==> config.mk <==
export PLATFORM = sky130hd
export DESIGN_NAME = register_dump_reader
export DESIGN_NICKNAME = d
export VERILOG_FILES = /design/src/rtl/register_dump_reader.sv
export SDC_FILE = /design/constraint.sdc
export NUM_CORES = 1
export LEC_CHECK = 0
export ABC_CLOCK_PERIOD_IN_PS = 2200
export BUFFER_PORTS_ARGS = -buffer_cell sky130_fd_sc_hd__clkbuf_2
export CAP_MARGIN = 20
export CELL_PAD_IN_SITES_DETAIL_PLACEMENT = 0
export CELL_PAD_IN_SITES_GLOBAL_PLACEMENT = 1
export CORE_MARGIN = 2
export CORE_UTILIZATION = 39
export CTS_BUF_LIST = sky130_fd_sc_hd__clkbuf_2
export DETAILED_ROUTE_END_ITERATION = 10
export PLACE_DENSITY_LB_ADDON = 0.1
export SLEW_MARGIN = 10
export SYNTH_ARGS = -nofsm -noshare
export SYNTH_HDL_FRONTEND = slang
export SYNTH_SLANG_ARGS = --single-unit
==> constraint.sdc <==
create_clock -name clk -period 2.2 [get_ports clk]
set_input_delay 0.11 -clock clk [delete_from_list [all_inputs] [get_ports clk]]
set_output_delay 0.11 -clock clk [all_outputs]
set_load 0.03 [all_outputs]
==> src/rtl/register_dump_reader.sv <==
// register_dump_reader: walks register indices START_INDEX..END_INDEX through a
// combinational register-file read port and streams each value as a valid/ready beat.
module register_dump_reader #(
   parameter int START_INDEX = 0,
   parameter int END_INDEX   = 31
) (
   input  logic        clk,
   input  logic        reset,
   input  logic        start,
   output logic [4:0]  readRegister,
   input  logic [31:0] readData,
   output logic        dumpValid,
   input  logic        dumpReady,
   output logic [4:0]  dumpIndex,
   output logic [31:0] dumpData,
   output logic        busy,
   output logic        done
);
   if (START_INDEX < 0 || START_INDEX > END_INDEX || END_INDEX > 31) begin : g_bad_range
      $error("register_dump_reader: need 0 <= START_INDEX <= END_INDEX <= 31");
   end
   localparam logic [1:0] IDLE  = 2'd0;
   localparam logic [1:0] FETCH = 2'd1;
   localparam logic [1:0] SEND  = 2'd2;
   localparam logic [1:0] DONE  = 2'd3;
   localparam logic [4:0] START_IDX = 5'(START_INDEX);
   localparam logic [4:0] END_IDX   = 5'(END_INDEX);
   logic [1:0]  state_q, state_d;
   logic [4:0]  idx_q, idx_d;
   logic [4:0]  rreg_q, rreg_d;
   logic [4:0]  dindex_q, dindex_d;
   logic [31:0] ddata_q, ddata_d;
   logic        valid_q, valid_d;
   logic        busy_q, busy_d;
   logic        done_q, done_d;
   logic        accept;
   assign accept = (state_q == SEND) && dumpReady;
   always_comb begin
      state_d  = state_q == IDLE  ? (start ? FETCH : IDLE) :
                 state_q == FETCH ? SEND :
                 state_q == SEND  ? (dumpReady ? (idx_q == END_IDX ? DONE : FETCH) : SEND) :
                 IDLE;
      idx_d    = (state_q == IDLE && start) ? START_IDX :
                 (accept && idx_q != END_IDX) ? idx_q + 5'd1 : idx_q;
      // Outputs are registered, so they are computed from the next state.
      rreg_d   = (state_d == FETCH || state_d == SEND) ? idx_d : 5'd0;
      ddata_d  = state_q == FETCH ? readData : ddata_q;
      dindex_d = state_q == FETCH ? idx_q : dindex_q;
      valid_d  = state_d == SEND;
      busy_d   = state_d != IDLE;
      done_d   = state_d == DONE;
   end
   always_ff @(posedge clk or negedge reset) begin
      if (!reset) begin
         state_q  <= IDLE;
         idx_q    <= 5'd0;
         rreg_q   <= 5'd0;
         ddata_q  <= 32'd0;
         dindex_q <= 5'd0;
         valid_q  <= 1'b0;
         busy_q   <= 1'b0;
         done_q   <= 1'b0;
      end else begin
         state_q  <= state_d;
         idx_q    <= idx_d;
         rreg_q   <= rreg_d;
         ddata_q  <= ddata_d;
         dindex_q <= dindex_d;
         valid_q  <= valid_d;
         busy_q   <= busy_d;
         done_q   <= done_d;
      end
   end
   assign readRegister = rreg_q;
   assign dumpData     = ddata_q;
   assign dumpIndex    = dindex_q;
   assign dumpValid    = valid_q;
   assign busy         = busy_q;
   assign done         = done_q;
endmodule

# Word-level counts from Yosys, hierarchy flattened
# Cells that the tools add are included.
# Widths: inputs -> output; s select.
[totals]
inputBits = 36
ff_bits = 52
[classes]
eq_ne = 7
addsub = 1
mux = 9
reduce_logical = 6
[op_table]
columns = ["cell", "n"]
rows = [
  ["$mux 5", 3],
  ["$mux 2", 5],
  ["$eq 2x2->1 const B", 3],
  ["$add 5x1->5 const B", 1],
  ["$eq 5x5->1 const B", 1],
  ["$ne 5x5->1 const B", 1],
  ["$eq 2x1->1 const B", 2],
  ["$logic_and 1x1->1", 3],
  ["$logic_not 2->1", 1],
  ["$reduce_bool 2->1", 1],
  ["$logic_or 1x1->1", 1],
  ["$mux 1", 1],
]

# Depth between registers and ports, before layout
[logic_depth]
ltp_word = 9
mapped_depth = 8
ltp_nobuf = 8

# Worst setup path after synthesis
# Ideal clock, no wire load.
[synth_path]
path_type = "reg2reg"
start = "reg idx_q[0]"
end = "reg rreg_q[3] (netlist: readRegister[3])"
path_buffers = 0
path_stages_with_launch = 7
setup_time_ps = 78
t_arrival_ps = 1671
slack_ps = 452
required_ps = 2122
period_less_slack_ps = 1748
cell_sequence = "dfrtp_1 ha_1 and3_1 ha_1 nand4bb_1 or3_1 a21oi_1"
[synth_via]
elab_chain_len = 9
word_cells_on_any_way = 15
classes_between = "1 x add/sub; 4 x eq/ne; 8 x mux; 2 x reduce/logical"
[synth_rtl]
columns = ["element", "line_no", "source"]
rows = [
  ["start, declared", "29", "logic [4:0] idx_q, idx_d;"],
  ["start signal, assigned", "65", "idx_q <= idx_d;"],
  ["$eq 5x5->1", "41", "state_q == SEND ? (dumpReady ? (idx_q == END_IDX ? DONE : FETCH) : SEND) :"],
  ["$mux 2 (3 in series)", "41", ""],
  ["$mux 2", "40", "state_q == FETCH ? SEND :"],
  ["$mux 2", "39", "state_d = state_q == IDLE ? (start ? FETCH : IDLE) :"],
  ["$eq 2x1->1 / $eq 2x2->1 (equally long branches)", "46", "rreg_d = (state_d == FETCH || state_d == SEND) ? idx_d : 5'd0;"],
  ["$logic_or 1x1->1", "46", ""],
  ["$mux 5 *", "46", ""],
  ["via rreg_d[3]", "30", "logic [4:0] rreg_q, rreg_d;"],
  ["end signal, assigned", "66", "rreg_q <= rreg_d;"],
  ["end, declared", "30", ""],
]
# Mark *: on every way through the listed nets, which the timed path passes. The rest lies on a longest branch.
# A chain may end at the register's enable or synchronous reset.

# Worst setup path in the final report
# Same ends and word-level chain as after synthesis.

==> impl_results.md <==
- Initial antenna violation count: 0
- Layout Nets: 292
- Final setup skew: 0.0175 ns
- Adder-Cell Fraction of Synth Area: 3.08%
- Final slew viol count: 0
- Initial DRC Count: 26
- Top cell type's share of synthesized area: 64.0%
- Placement Setup Slack: 0.288 ns
- PortBufs: 80
- Hold Vio Cnt, Final: 0
- Drt total wl: 4130 um
- Crit start category: flip-flop
- Share of layout cells above drive strength 1: 52.4%
- Top FF cell, synth: dfrtp_1
- Outcome: complete, no violations
- Most area-hungry cell type in the Yosys netlist: dfrtp_1
- Crit path cell chain: ha_1 -> and3_1 -> ha_1 -> nand4bb_1 -> or3_1 -> a21oi_1
- Number of synthesized register bits: 52
- Largest net degree at the start of global routing: 27
- CP peak stage delay: 0.46 ns
- Rows: 26
- Actual slew at the worst max-slew pin: 0.384 ns
- Largest family of logic cells by synthesized area: multiplexers
- Final setup viols: 0
- # Max-Cap Violations: 0
- Flop2flop setup slack: 0.25 ns
- CTS-repair resized insts: 0
- Post-synth ARST share: 100%
- Setup tns final: 0 ns
- Clock root buffer: clkbuf_2
- Gpl congestion: 0.748
- Syn nets: 172
- FILL cells: 447
- Remaining DRCs: 0
- Die area: 5810 um2
- Maximum VDD drop: 556 uV
- Hold path depth: 4
- Final global-route overflow total: 0
- Crit end category: flip-flop
- Post-Syn Instances: 131
- Via count: 1436
- Clk_lat worst skew: 0.40 ns
- Class of the worst hold path: in -> reg
- Mean number of vias per cell: 4.46
- Minimum clock period: 1.95 ns
- Drt pass-1 iters: 4
- HPWL after detailed placement: 3050 um
- Post-synthesis compound-gate area fraction: 1.85%
- CTS Buf Count: 5
- Worst r2r path cells: 6
- Syn Area/Cell: 15.5 um2
- Power Dens Cells: 1320 nW/um2
- CP dominant cell by count: ha_1
- Register area share after synthesis: 64.0%
- CTS tree: done
- Max FO, Critical Path: 4
- Synth top area cells: dfrtp_1 (64%), mux2_2 (20%), ha_1 (3.1%)
- WS Path Type: reg -> reg
- Post-Syn Area: 2030 um2
- Most frequent cells in the layout: clkbuf_2 (87), dfrtp_1 (52), mux2_2 (37)
- Synth unique cells: 23
- ANT cells: 0
- Post-route core utilization: 56.8%
- Critical Path AT: 2.30 ns
- All-Layer GR Usage: 15.5%
- Period utilization: 88.7%
- Area Overhead vs Synth: 41.7%
- Slowest-stage cell, CP: dfrtp_1
- Final ANT Viol Nets: 0
- Total power: 3810 uW
- First-pass GRT wire length: 7140 um
- Die width: 76.2 um
- Post-synth EDFFs: 0
- Mux cell area share after synthesis: 22.0%
- Core area: 5070 um2
- RSZ-0062 raised after global routing: no
- Most common cell after layout, fill and taps aside: clkbuf_2
- Placed Cells: 281
- Post-CTS Repair Setup Buffers: 0
- Max-slew headroom: 74.4%
- Vias in the first global route: 1549
- Wirelength per Cell: 12.8 um
- Post-synthesis simple-gate area fraction: 6.03%
- Fmax: 513 MHz
- Post-Synth XOR/XNOR Area: 0.431%
- Hold_buf cts: 33
- Die H: 76.2 um
- Clock tree buffer depth: 2
- Final setup margin: 0.249 ns
- Ports: 81
- Required time worst endpoint: 2.55 ns
- Total clock sinks: 52
- H-tree levels: 2
- Clk pin slew, worst setup/hold paths: 0.23 ns
- Synth warn: 0
- Initial Utilization: 40.1%
- Cell Count, Final, Fillers Out: 322
- Pleak: 0.00146 uW
-- state kept, by name, indices dropped and copies added (netlist names) --
signal and count:
dumpData 32, dumpIndex 5, idx_q 5, readRegister 5
state_q 2, busy 1, done 1, dumpValid 1
-- stage by stage --
| step | hold slack (ns) | area (um2) |
|---|---|---|
| 2_1_floorplan | -0.186 | 2030 |
| 3_3_place_gp | 0.0333 | 2510 |
| 3_5_place_dp | 0.0484 | 2510 |
| 4_1_cts | 0.0651 | 2880 |
| 5_1_grt | 0.0673 | 2880 |
| 6_report | 0.100 | 2880 |
-- report_power, final --
part	total [uW]	switching, uW	internal [uW]	leakage [uW]
Combinational	1930	1190	737	0.000783
Clock	346	261	85.2	0.0000306
Sequential	1540	201	1340	0.000643
Total	3810	1650	2160	0.00146
-- final timing paths --
| check | from | to |
|---|---|---|
| max | idx_q[0] | readRegister[3] |
| min | start | state_q[0] |
| max reg2reg | idx_q[0] | readRegister[3] |
| min reg2reg | dumpData[11] | dumpData[11] |
| max in group asynchronous | reset | state_q[1] |
| min in group asynchronous | reset | dumpData[16] |
-- per-layer routing --
layer	wire length (um)	vias up	share of wire [%]	global-route usage [%]
met5	0	-	0	0
met4	40	0	0.97	3.82
met3	218	5	5.3	4.38
met2	2190	45	53	28.1
met1	1680	693	41	18.0
li1	-	693	-	-
-- cell type report --
class	count	area [um2]	share of cell area, %
Clock buffer	7	35.0	1.22
Clock inverter	1	3.75	0.130
Inverter	4	15.0	0.521
Multi-Input combinational cell	71	678	23.5
Sequential cell	52	1300	45.2
Tap cell	70	87.6	3.04
Timing Repair Buffer	117	761	26.4
-- cell usage after synthesis, types with 2 or more instances --
cell type  instances
dfrtp_1           52
mux2_2            37
nor2_1             6
ha_1               5
a21oi_1            4
inv_1              4
buf_6              3
mux2i_1            3
o21ai_0            2
or3_1              2
-- cell families (layout without fill, tap and decap cells) --
logic type | after synthesis | count (layout)
xor+xnor | 1 | 1
simple gates | 18 | 18
mux | 40 | 40
fa+ha+maj | 5 | 5
compound gates | 7 | 7
flops | 52 | 52
buf+inv | 8 | 129
-- critical path, delay by kind of cell (launching register included) --
kind                     cells  cell delay, ns
AND/OR/NAND/NOR              3            0.88
flip-flops                   1            0.46
adder cells (fa/ha/maj)      2            0.41
AO/OA/AOI/OAI                1            0.15
No activity file was read; power rests on OpenSTA's default activity.
